[src/rtl/m_defs.sv]
// Shared encodings for the M-stage load/store unit: memory ops, FSM states, decode helpers.
package m_defs;

    typedef enum logic [3:0] {
        MEM_NONE = 4'd0,
        MEM_LW   = 4'd1,
        MEM_LH   = 4'd2,
        MEM_LHU  = 4'd3,
        MEM_LB   = 4'd4,
        MEM_LBU  = 4'd5,
        MEM_SW   = 4'd6,
        MEM_SH   = 4'd7,
        MEM_SB   = 4'd8
    } mem_op_e;

    typedef enum logic [1:0] {
        StIdle = 2'd0,
        StReq  = 2'd1,
        StDone = 2'd2
    } lsu_state_e;

    function automatic logic op_valid(input logic [3:0] op);
        return (op >= 4'd1) && (op <= 4'd8);
    endfunction

    function automatic logic op_is_load(input logic [3:0] op);
        return (op >= 4'd1) && (op <= 4'd5);
    endfunction

    function automatic logic op_is_store(input logic [3:0] op);
        return (op >= 4'd6) && (op <= 4'd8);
    endfunction

    // Word ops need addr[1:0]==0, halfword ops need addr[0]==0, bytes never trap.
    function automatic logic op_misaligned(input logic [3:0] op, input logic [1:0] off);
        logic mis;
        mis = 1'b0;
        case (op)
            MEM_LW, MEM_SW:          mis = (off != 2'b00);
            MEM_LH, MEM_LHU, MEM_SH: mis = off[0];
            default:                 mis = 1'b0;
        endcase
        return mis;
    endfunction

endpackage

[src/rtl/m_lsu_fmt.sv]
// Combinational store formatter (byte enables, lane replication) and load lane extractor.
module m_lsu_fmt
    import m_defs::*;
(
    input  logic [3:0]  st_op_i,
    input  logic [1:0]  st_off_i,
    input  logic [31:0] st_wd_i,
    output logic        st_we_o,
    output logic [3:0]  st_be_o,
    output logic [31:0] st_wdata_o,
    input  logic [3:0]  ld_op_i,
    input  logic [1:0]  ld_off_i,
    input  logic [31:0] ld_rdata_i,
    output logic [31:0] ld_rd_o
);

    logic [31:0] lane;

    always_comb begin
        st_we_o    = op_is_store(st_op_i);
        st_be_o    = 4'b1111;
        st_wdata_o = 32'h0;
        case (st_op_i)
            MEM_SW: st_wdata_o = st_wd_i;
            MEM_SH: begin
                st_be_o    = st_off_i[1] ? 4'b1100 : 4'b0011;
                st_wdata_o = {2{st_wd_i[15:0]}};
            end
            MEM_SB: begin
                st_be_o    = 4'b0001 << st_off_i;
                st_wdata_o = {4{st_wd_i[7:0]}};
            end
            default: ;
        endcase
    end

    assign lane = ld_rdata_i >> {ld_off_i, 3'b000};

    always_comb begin
        ld_rd_o = 32'h0;
        case (ld_op_i)
            MEM_LW:  ld_rd_o = ld_rdata_i;
            MEM_LH:  ld_rd_o = {{16{lane[15]}}, lane[15:0]};
            MEM_LHU: ld_rd_o = {16'h0, lane[15:0]};
            MEM_LB:  ld_rd_o = {{24{lane[7]}}, lane[7:0]};
            MEM_LBU: ld_rd_o = {24'h0, lane[7:0]};
            default: ld_rd_o = 32'h0;
        endcase
    end

endmodule

[src/rtl/m_lsu.sv]
// M-stage load/store unit: req/ack bus initiator with pipeline stall.
// Optional bus-wait abort compiled in with LSU_TIMEOUT_EN.
module m_lsu
    import m_defs::*;
#(
    parameter int unsigned TIMEOUT = 255
) (
    input  logic        clk,
    input  logic        reset,
    input  logic [3:0]  memOp,
    input  logic [31:0] memDst,
    input  logic [31:0] memWd,
    output logic        stall,
    output logic [31:0] rd,
    output logic        memExc,
    output logic        busErr,
    output logic        bus_req,
    output logic        bus_we,
    output logic [31:0] bus_addr,
    output logic [3:0]  bus_be,
    output logic [31:0] bus_wdata,
    input  logic        bus_ack,
    input  logic [31:0] bus_rdata
);

    lsu_state_e  state_q, state_d;
    logic        req_q, req_d;
    logic        we_q, we_d;
    logic [31:0] addr_q, addr_d;
    logic [3:0]  be_q, be_d;
    logic [31:0] wdata_q, wdata_d;
    logic [31:0] rdata_q, rdata_d;
    logic [3:0]  op_q, op_d;
    logic [1:0]  off_q, off_d;

    logic        fmt_we;
    logic [3:0]  fmt_be;
    logic [31:0] fmt_wdata;
    logic [31:0] fmt_rd;
    logic        valid;

`ifdef LSU_TIMEOUT_EN
    localparam int unsigned CntW = ($clog2(TIMEOUT + 1) > 8) ? $clog2(TIMEOUT + 1) : 8;
    logic [CntW-1:0] cnt_q, cnt_d;
    logic            err_q, err_d;
`else
    logic unused_timeout;
    assign unused_timeout = ^TIMEOUT;
`endif

    m_lsu_fmt u_fmt (
        .st_op_i    (memOp),
        .st_off_i   (memDst[1:0]),
        .st_wd_i    (memWd),
        .st_we_o    (fmt_we),
        .st_be_o    (fmt_be),
        .st_wdata_o (fmt_wdata),
        .ld_op_i    (op_q),
        .ld_off_i   (off_q),
        .ld_rdata_i (rdata_q),
        .ld_rd_o    (fmt_rd)
    );

    assign valid  = op_valid(memOp);
    assign memExc = valid && op_misaligned(memOp, memDst[1:0]);
    assign stall  = valid && !memExc && (state_q != StDone);

    always_comb begin
        state_d = state_q;
        req_d   = req_q;
        we_d    = we_q;
        addr_d  = addr_q;
        be_d    = be_q;
        wdata_d = wdata_q;
        rdata_d = rdata_q;
        op_d    = op_q;
        off_d   = off_q;
`ifdef LSU_TIMEOUT_EN
        cnt_d   = cnt_q;
        err_d   = 1'b0;
`endif
        unique case (state_q)
            StIdle: begin
                if (valid && !memExc) begin
                    state_d = StReq;
                    req_d   = 1'b1;
                    we_d    = fmt_we;
                    addr_d  = {memDst[31:2], 2'b00};
                    be_d    = fmt_be;
                    wdata_d = fmt_wdata;
                    rdata_d = 32'h0;
                    op_d    = memOp;
                    off_d   = memDst[1:0];
`ifdef LSU_TIMEOUT_EN
                    cnt_d   = '0;
`endif
                end
            end
            StReq: begin
                if (bus_ack) begin
                    state_d = StDone;
                    req_d   = 1'b0;
                    if (op_is_load(op_q)) begin
                        rdata_d = bus_rdata;
                    end
`ifdef LSU_TIMEOUT_EN
                end else if ((cnt_q + 1'b1) == CntW'(TIMEOUT)) begin
                    // Abort: finish with zero load data so rd reads 0 in DONE.
                    state_d = StDone;
                    req_d   = 1'b0;
                    rdata_d = 32'h0;
                    err_d   = 1'b1;
                end else begin
                    cnt_d = cnt_q + 1'b1;
`endif
                end
            end
            StDone:  state_d = StIdle;
            default: state_d = StIdle;
        endcase
    end

    always_ff @(posedge clk) begin
        if (reset) begin
            state_q <= StIdle;
            req_q   <= 1'b0;
            we_q    <= 1'b0;
            addr_q  <= 32'h0;
            be_q    <= 4'h0;
            wdata_q <= 32'h0;
            rdata_q <= 32'h0;
            op_q    <= MEM_NONE;
            off_q   <= 2'b00;
`ifdef LSU_TIMEOUT_EN
            cnt_q   <= '0;
            err_q   <= 1'b0;
`endif
        end else begin
            state_q <= state_d;
            req_q   <= req_d;
            we_q    <= we_d;
            addr_q  <= addr_d;
            be_q    <= be_d;
            wdata_q <= wdata_d;
            rdata_q <= rdata_d;
            op_q    <= op_d;
            off_q   <= off_d;
`ifdef LSU_TIMEOUT_EN
            cnt_q   <= cnt_d;
            err_q   <= err_d;
`endif
        end
    end

    assign rd        = (state_q == StDone) ? fmt_rd : 32'h0;
    assign bus_req   = req_q;
    assign bus_we    = we_q;
    assign bus_addr  = addr_q;
    assign bus_be    = be_q;
    assign bus_wdata = wdata_q;
`ifdef LSU_TIMEOUT_EN
    assign busErr    = err_q;
`else
    assign busErr    = 1'b0;
`endif

endmodule
[config.mk]
export PLATFORM = sky130hd
export DESIGN_NAME = m_lsu
export DESIGN_NICKNAME = d
export VERILOG_FILES = /design/src/rtl/m_defs.sv /design/src/rtl/m_lsu_fmt.sv /design/src/rtl/m_lsu.sv
export SDC_FILE = /design/constraint.sdc
export NUM_CORES = 1
export LEC_CHECK = 0
export ABC_CLOCK_PERIOD_IN_PS = 3990
export CORE_MARGIN = 10
export CORE_UTILIZATION = 48
export CTS_BUF_LIST = sky130_fd_sc_hd__clkbuf_16
export DETAILED_ROUTE_END_ITERATION = 10
export HOLD_SLACK_MARGIN = 0.12
export PLACE_DENSITY_LB_ADDON = 0.05
export SLEW_MARGIN = 20
export SYNTH_ARGS = -nofsm -noshare
export SYNTH_HDL_FRONTEND = slang
export SYNTH_SLANG_ARGS = --single-unit
[constraint.sdc]
create_clock -name clk -period 3.99 [get_ports clk]
set_input_delay 0.5985 -clock clk [delete_from_list [all_inputs] [get_ports clk]]
set_output_delay 0.5985 -clock clk [all_outputs]
set_load 0.01 [all_outputs]
### After elaboration in Yosys (flattened, before gate mapping)

Index checks and enable logic that the tools add are counted.

* equality and inequality tests: 17
* div/mod/pow operators: 0
* add/subtract/negate cells: 0
* $mul: 0
* bitwise operators: 0
* order comparisons: 5
* muxes and demuxes: 16
* shift-type cells: 2
* reduce and logical (&&, ||, !) cells: 16

Operators with widths (count)
* $pmux W32 S5: 1
* $mux W32: 4
* $pmux W32 S3: 1
* $pmux W32 S2: 1
* $shr A32 B5 Y16: 1
* $eq A4 B2 Y1 const B: 4
* $eq A4 B3 Y1 const B: 4
* $eq A4 B1 Y1 const B: 2
* $ge A4 B1 Y1 const B: 2
* $ne A2 B2 Y1 const B: 4
* $pmux W4 S2: 1
* $logic_and A1 B1 Y1: 6
* $eq A4 B4 Y1 const B: 1
* $ge A4 B3 Y1 const B: 1
* $le A4 B3 Y1 const B: 1
* $le A4 B4 Y1 const B: 1
* $mux W2: 2
* $mux W4: 1
* $pmux W1 S2: 2
* $pmux W2 S2: 1
* $reduce_and A2 Y1: 2
* $reduce_and A4 Y1: 1
* $reduce_bool A2 Y1: 2
* $shl A1 B2 Y4 const A: 1
* other kinds (8): 9

* RAM bits: 0
* output and inout bits: 105
* ROM bits: 0
* bits in latches: 0
* logic and storage cells: 65
* register bits after elaboration: 108
* memories kept: 0
* bits of input ports: 103

### Logic depth before layout (Yosys ltp)

Gate-level depths: netlist of run 1.

* word-level depth: 8
* mapped depth: 9
* gate-level depth less buffers: 5

### Modules after synthesis

From an unflattened synthesis of run 1, not the netlist that was laid out.

* cells, all modules: 724
* area total of the unflattened synthesis: 5741.8 µm²

Modules (own cells, without submodules)
* m_lsu: times used 1, sequential area each 2162.1 µm², cells each 531, area each 4379.2 µm²
* m_lsu_fmt: times used 1, sequential area each 0.0 µm², cells each 193, area each 1362.6 µm²

### Worst setup path before layout of run 1

No wires, ideal clock.

* path kind: input -> output
* start: in memOp[0]
* end: out memExc
* arrival: 1604 ps
* stages on the path: 5
* path buffers: 2
* required time: 3391 ps
* setup slack: 1788 ps
* path through: buf_2 clkbuf_1 nor3b_1 o21ai_0 a21oi_1

* longest elaborated chain between the ends: 4
* elaborated cells on any way between the ends: 12
* those cells by class: order compare: 2; eq/ne: 5; mux: 1; reduce/logical: 4

RTL lines
* from (decl): line m_lsu.sv:10 `input logic [3:0] memOp,`
* $eq A4 B2 Y1 (tied with other cells): line m_defs.sv:38 `case (op)`
* $reduce_or A3 Y1 or $reduce_or A2 Y1 (tied branches): line m_defs.sv:38
* $pmux W1 S2: line m_defs.sv:38
* $logic_and A1 B1 Y1 *: line m_lsu.sv:65 `assign memExc = valid && op_misaligned(memOp, memDst[1:0]);`
* to (decl): line m_lsu.sv:15 `output logic memExc,`

Every way passes the cells marked *; elsewhere a longest branch is shown, timed or not.

### Final worst setup path of run 1

* start: reg off_q[0]
* end: out rd[17]

* longest elaborated chain between the ends: 3

RTL lines
* from (decl): line m_lsu.sv:34 `logic [1:0] off_q, off_d;`
* from (signal assigned): line m_lsu.sv:133 `off_q <= 2'b00;`
* from (signal assigned): line m_lsu.sv:147 `off_q <= off_d;`
* $shr A32 B5 Y16: line m_lsu_fmt.sv:37 `assign lane = ld_rdata_i >> {ld_off_i, 3'b000};`
* $pmux W32 S5: line m_lsu_fmt.sv:41 `case (ld_op_i)`
* $mux W32: line m_lsu.sv:155 `assign rd = (state_q == StDone) ? fmt_rd : 32'h0;`
* to (decl): line m_lsu.sv:14 `output logic [31:0] rd,`

No other way between the ends.

==> key figures, run 1 <==
Status
  – Status: complete, no violations

Timing
  – Worst-Margin Slew: 775 ps
  – Crit path time final: 3440 ps
  – FMAX: 0.291 GHz
  – Fin. Hold Viols: 0
  – Total negative slack: 0 ps
  – Clock Skews: 8.04 ps
  – Rel. slew slack: 48.4%
  – Setup Viol. Count Final: 0
  – Period utilization: 86.2%
  – Unrepaired setup endpoints after global routing: false
  – Slew Limit Fails: 0

Power and ir drop
  – Pwr Total: 0.00272 W
  – Leakage: 2.80 nW
  – Pwr Density: 346 mW/mm2
  – Maximum VDD drop: 257 uV

Yosys
  – #FFs+latches synth: 108
  – Async set-reset flop share out of synthesis: 0%
  – YS warnings: 0
  – Number of flops mapped to enable cells by yosys: 0
  – Post-Syn Area: 0.00555 mm2
  – Post-Synthesis Cells: 653
  – Sequential area share after synthesis: 38.9%
  – Synth cell types: 54
  – Synth Area per Inst: 8.50 um2
  – Top_reg_cell synth: dfxtp_1

Layout
  – Post-route cell area: 0.00785 mm2
  – Fillers: 998
  – Nets@finish: 920
  – Layout cells sized above 1: 9.73%
  – Most common cell after layout, fill and taps aside: clkdlybuf4s50_1
  – Non-filler cells, final: 965
  – Inserted Diodes: 0
  – Core Util, Final: 69.1%
  – Commonest cells after routing, fill and taps aside: 203 x clkdlybuf4s50_1, 121 x nand2_1, 108 x dfxtp_1, 52 x o21ai_0, 47 x a21oi_1
  – Area Overhead vs Synth: 41.4%

Setup path
  – Worst Reg-to-Reg Cells: 6
  – Arr. time, crit path: 2840 ps
  – Largest fanout on the critical path: 16
  – Setup CP Type: reg2out
  – R2R Setup Slk: 1660 ps
  – Crit Reg-Reg Startpoint: state_q[1]$_SDFFE_PP0P_
  – Required @ worst endpoint: 3390 ps
  – R2r endpoint: rdata_q[24]$_SDFFE_PP0P_
  – Worst setup SP type: flip-flop
  – Crit end category: output pin

Min path
  – Worst hold path class: reg2reg
  – Worst Hold Path EP: bus_addr[15]$_SDFFE_PP0P_
  – Worst Min Path Start: bus_addr[15]$_SDFFE_PP0P_
  – Hold Path Cell Cnt: 2

Global routing
  – Antenna violations before repair: 0
  – Largest net degree at the start of global routing: 64
  – First-pass GRT wire length: 29.3 mm
  – Vias in the first global route: 5529
  – Remaining global-route overflow: 0
  – Total Routing Usage GR: 22.0%

Clock network
  – Clk sinks: 108
  – Skew-Pair Late Insertion Delay: 350 ps
  – CTS tree: yes
  – Root buffer cell: clkbuf_16
  – Clock transition at path regs: 80 ps
  – H-tree depth: 3
  – Cts repair resizes: 0
  – Hold Buf Count CTS: 0
  – Max Root-Sink Buffers: 2
  – CTS Buf Count: 9
  – Setup repair bufs after CTS: 0

Place
  – HPWL Detailed: 13.9 mm
  – Post-DP Area: 0.00753 mm2
  – Final GP Congestion: 0.880
  – PortBufs: 204
  – DP Cell Count: 949

Detailed routing
  – DR vias/cell: 5.70
  – DRC Markers: 0
  – Antenna-violating nets left: 0
  – Detailed Route Iter0 Violations: 490
  – Routed WL: 18.8 mm
  – TritonRoute pass-1 iters: 5
  – Via count: 5497
  – Routed WL per cell: 19.5 um

Die
  – Die area: 0.0163 mm2
  – Die H: 128 um
  – Boundary pin count: 208
  – Initial core utilization: 48.8%
  – Die width: 128 um
  – Core Footprint: 0.0114 mm2
  – # rows: 39

Job
  – Max-cap violation count: 0
==> final cells by class <==
type                       instances  area (um2)  share of cell area [%]
inverter                           4        15.0                   0.191
timing repair buffer             219        2150                    27.4
clock buffer                       9         225                    2.87
multi-input combinational        475        3020                    38.5
tap                              143         179                    2.28
clock inverter                     7        97.6                    1.24
sequential                       108        2160                    27.5
==> power breakdown <==
group	total, W	internal (W)	switching [W]
combinational	0.000559	0.000289	0.000271
clock	0.000967	0.000556	0.000411
sequential	0.00119	0.00114	0.0000503
==> synth_stat cells (3+ instances only) <==
library cell	instances	area, um2
a22oi_1	39	293
a21oi_1	47	235
nand4_1	8	50.1
nor3_1	18	90.1
mux2i_1	41	410
mux2_2	8	90.1
inv_1	3	11.3
nor2b_1	5	31.3
o21ai_0	52	260
a221oi_2	8	120
a211oi_1	7	52.6
dfxtp_1	108	2160
nand3_1	36	180
mux4_2	8	180
a211oi_2	9	113
nor2_1	27	101
buf_6	7	78.8
buf_2	24	120
nand2_1	121	454
clkbuf_1	26	97.6
buf_4	9	67.6
==> sequential cells by signal, indices dropped and copies added (netlist names) <==
signal and count:
bus_wdata 32, rdata_q 32, bus_addr 30, bus_be 4, state_q 2, off_q 2, bus_we 1, bus_req 1
op_q 4
==> layer usage <==
layer	vias to the layer above	global-route usage, %	share of wire [%]
li1	2658	-	-
met3	24	8.44	9.8
met5	-	0	0
met2	194	37.8	51
met1	2621	24.7	38
met4	0	6.76	1.9
==> critical path: stages (launching register included) <==
cell             delay (ps)
dfxtp_1                 660
mux4_2                  590
nand2_1                  90
a211o_1                 450
nand2_1                 180
clkdlybuf4s50_1         520
==> how the worst max path moves through the flow <==
stage / start / to / slack, ps
floorplan: memOp[0] / memExc / 1790
CTS: off_q[0]$_SDFFE_PP0P_ / rd[17] / 560
detailed placement: memOp[2] / bus_be[3]$_SDFFE_PP0P_ / 730
finish: off_q[0]$_SDFFE_PP0P_ / rd[17] / 550
global route: off_q[0]$_SDFFE_PP0P_ / rd[17] / 380
global placement: memOp[2] / bus_be[3]$_SDFFE_PP0P_ / 830
==> cells by family (layout without fill, tap and decap cells) <==
| family | Yosys count | count (layout) | synth area share, % |
|---|---|---|---|
| multiplexers | 57 | 57 | 12.3 |
| AO/OA/AOI/OAI | 183 | 183 | 22.4 |
| other | 1 | 3 | 0.0675 |
| flip-flops | 108 | 108 | 38.9 |
| buffers and inverters | 72 | 239 | 7.01 |
| AND/OR/NAND/NOR | 231 | 231 | 19.2 |
| XOR/XNOR | 1 | 1 | 0.158 |
==> stage by stage <==
step,setup WS [ps],hold slack [ps]
final,550,467
after CTS,557,471
after detailed placement,731,460
after floorplan,1790,449
after global placement,828,453
after global routing,382,497
Power figures use the tool's default switching activity.
==> inputs of run 2 (changes only) <==
Settings changed: ABC_AREA set to 1, CAP_MARGIN set to 5, CORE_UTILIZATION 48 to 50, CTS_BUF_LIST sky130_fd_sc_hd__clkbuf_16 to sky130_fd_sc_hd__clkbuf_4 sky130_fd_sc_hd__clkbuf_8.
==> run 2 against run 1 <==
  * Sequential power up 8%
  * Non-clock buffer count down 5
  * Hold slack better by 4.7 ps
  * Synthesized cell count up 45%
  * Via count up 13%
  * Sequential cell count unchanged
  * Area after synthesis up 4.5%
  * Power up 11%
  * Die area up 0.26%
  * Critical endpoint is now rd[31]
  * Largest cell class unchanged
==> key figures, run 2 <==
Yosys
  – Async set-reset flop share out of synthesis: 0%
  – Post-Syn Area: 0.00580 mm2
  – Count leader, synth: nand2_1
  – Leading area contributor after synthesis: dfxtp_1
  – #FFs+latches synth: 108
  – Dominant cells by area after synthesis: dfxtp_1 37%, nand2_1 15%, nor2_1 12%
  – Sequential area share after synthesis: 37.3%
  – Top cells by count, synth: 235 x nand2_1, 178 x nor2_1, 112 x inv_1
  – Top_reg_cell synth: dfxtp_1
  – Number of flops mapped to enable cells by yosys: 0
  – Synth cell types: 26
  – Post-Synthesis Cells: 945
  – YS warnings: 0
  – Synth Area per Inst: 6.14 um2
  – Share of the synthesized area in the top cell type: 37.3%

Setup path
  – Crit end category: output pin
  – Critical path's slowest cell: dfxtp_1
  – Setup CP Type: reg2out
  – Critical Path End: rd[31]
  – Required @ worst endpoint: 3390 ps
  – Most used cell, CP: nand2_1
  – CP cell instances: inv_4 > nor2_1 > inv_2 > nand2_1 > o21ai_1 > nand2_1 > nand2_2 > o21ai_2 > o21ai_0 > inv_1 > clkdlybuf4s50_1
  – R2r endpoint: rdata_q[17]$_SDFFE_PP0P_
  – R2R Setup Slk: 1590 ps
  – Stages on the worst setup path: 11
  – Worst path buffer plus inverter count: 4
  – Worst setup SP type: flip-flop
  – Slowest Stage Delay on Critical Path: 790 ps
  – Worst Reg-to-Reg Cells: 10
  – Crit Reg-Reg Startpoint: op_q[3]$_SDFFE_PP0P_
  – CP startpoint: off_q[1]$_SDFFE_PP0P_
  – Delay-heaviest family, CP: buffers and inverters
  – Arr. time, crit path: 2930 ps
  – Largest fanout on the critical path: 19

Layout
  – Post-route cell area: 0.00803 mm2
  – Area Overhead vs Synth: 38.4%
  – Most common cell after layout, fill and taps aside: nand2_1
  – Layout cells sized above 1: 4.57%
  – Nets@finish: 1214
  – Inserted Diodes: 0
  – Commonest cells after routing, fill and taps aside: 235 x nand2_1, 204 x clkdlybuf4s50_1, 178 x nor2_1, 111 x inv_1, 108 x dfxtp_1

Timing
  – Rel. slew slack: 43.9%
  – Period utilization: 88.4%
  – Clock Skews: 12.1 ps
  – WHS: 472 ps
  – FMAX: 0.283 GHz
  – Fin. Hold Viols: 0
  – Slack of the critical path: 462 ps
  – Slew Limit Fails: 0
  – Setup Viol. Count Final: 0
  – Worst-Margin Slew: 842 ps
  – Total negative slack: 0 ps
  – Unrepaired setup endpoints after global routing: false
  – Crit path time final: 3530 ps

Detailed routing
  – DRC Markers: 0
  – Via count: 6239
  – DR vias/cell: 4.96
  – TritonRoute pass-1 iters: 7
  – Routed WL per cell: 14.4 um
  – Antenna-violating nets left: 0
  – Routed WL: 18.1 mm
  – Detailed Route Iter0 Violations: 545

Clock network
  – Hold Buf Count CTS: 0
  – Skew-Pair Late Insertion Delay: 390 ps
  – Clock transition at path regs: 110 ps
  – Root buffer cell: clkbuf_8
  – CTS tree: yes
  – Max Root-Sink Buffers: 2
  – Setup repair bufs after CTS: 0
  – Cts repair resizes: 0
  – Clk sinks: 108
  – CTS Buf Count: 9
  – H-tree depth: 3

Place
  – Worst slack at placement: 894 ps
  – Final GP Congestion: 0.943
  – PortBufs: 204
  – Post-DP Area: 0.00779 mm2
  – HPWL Detailed: 13.8 mm

Die
  – # rows: 39
  – Core Footprint: 0.0114 mm2
  – Boundary pin count: 208
  – Die H: 128 um
  – Initial core utilization: 51.0%
  – Die area: 0.0163 mm2
  – Die width: 128 um

Min path
  – Worst hold path class: reg2reg

Global routing
  – Largest net degree at the start of global routing: 88
  – First-pass GRT wire length: 28.3 mm
  – Antenna violations before repair: 0
  – Remaining global-route overflow: 0
  – Total Routing Usage GR: 21.1%
  – Vias in the first global route: 5658

Job
  – Max-cap violation count: 0

Status
  – Status: complete, no violations

Power and ir drop
  – Maximum VDD drop: 388 uV
  – Leakage: 3.64 nW
  – Pwr Density: 375 mW/mm2
## run 2: cell types whose count changed after synthesis, moves of 17 or more
cell	before	now
nand3_1	36	9
nand2_1	121	235
a21oi_1	47	69
a22oi_1	39	6
nand4_1	8	33
mux2i_1	41	0
nor2_1	27	178
nor3_1	18	1
inv_1	3	112
o21ai_0	52	95
## run 2: how the worst min path moves through the flow
stage	start	end	slack, ps	cells after the start
floorplan	op_q[2]$_SDFFE_PP0P_	op_q[2]$_SDFFE_PP0P_	480	2
global placement	bus_be[2]$_SDFFE_PP0P_	bus_be[2]$_SDFFE_PP0P_	450	2
detailed placement	bus_be[3]$_SDFFE_PP0P_	bus_be[3]$_SDFFE_PP0P_	460	2
CTS	bus_be[3]$_SDFFE_PP0P_	bus_be[3]$_SDFFE_PP0P_	470	2
global route	bus_be[3]$_SDFFE_PP0P_	bus_be[3]$_SDFFE_PP0P_	490	2
finish	bus_wdata[4]$_SDFFE_PP0P_	bus_wdata[4]$_SDFFE_PP0P_	470	2
## run 2: layout make-up
cell class	count	area, um2
timing repair buffer	214	2130
tap	143	179
multi-input combinational	648	2830
sequential	108	2160
inverter	130	493
clock buffer	9	124
fill	1055	3340
clock inverter	7	109
## run 2: routing by layer
metal / part of all wire, % / GRT usage [%]
met5: 0 / 0
met4: 2.1 / 5.96
met3: 12 / 12.0
met2: 49 / 36.5
met1: 36 / 21.2
## run 2: kinds of logic (layout without fill, tap and decap cells)
group,Yosys count,after routing,share of synthesized area (%)
AOI/OAI and AO/OA,182,182,16.5
buffers and inverters,191,360,14.1
DFF,108,108,37.3
other,1,3,0.0646
and+or+nand+nor,463,463,32.1
## run 2: worst register-to-register path, delay by kind of cell, from the launching register on
family	cells	cell delay, ps
simple gates	7	1320
flops	1	340
buf+inv	3	700
## run 2: report_power, final
part	total (W)	switching, W	leakage (nW)	internal, W
combinational	0.000944	0.000531	2.63	0.000414
clock	0.000781	0.000412	0.119	0.000369
sequential	0.00129	0.0000800	0.891	0.00121
## run 2: through the flow
stage	instances	total power (W)	util, %
2_1_floorplan	947	0.00189	-
3_3_place_gp	1243	0.00224	68.6
3_5_place_dp	1243	0.00226	68.6
4_1_cts	1259	0.00304	70.6
5_1_grt	1259	0.00321	70.6
6_report	1259	0.00301	70.6
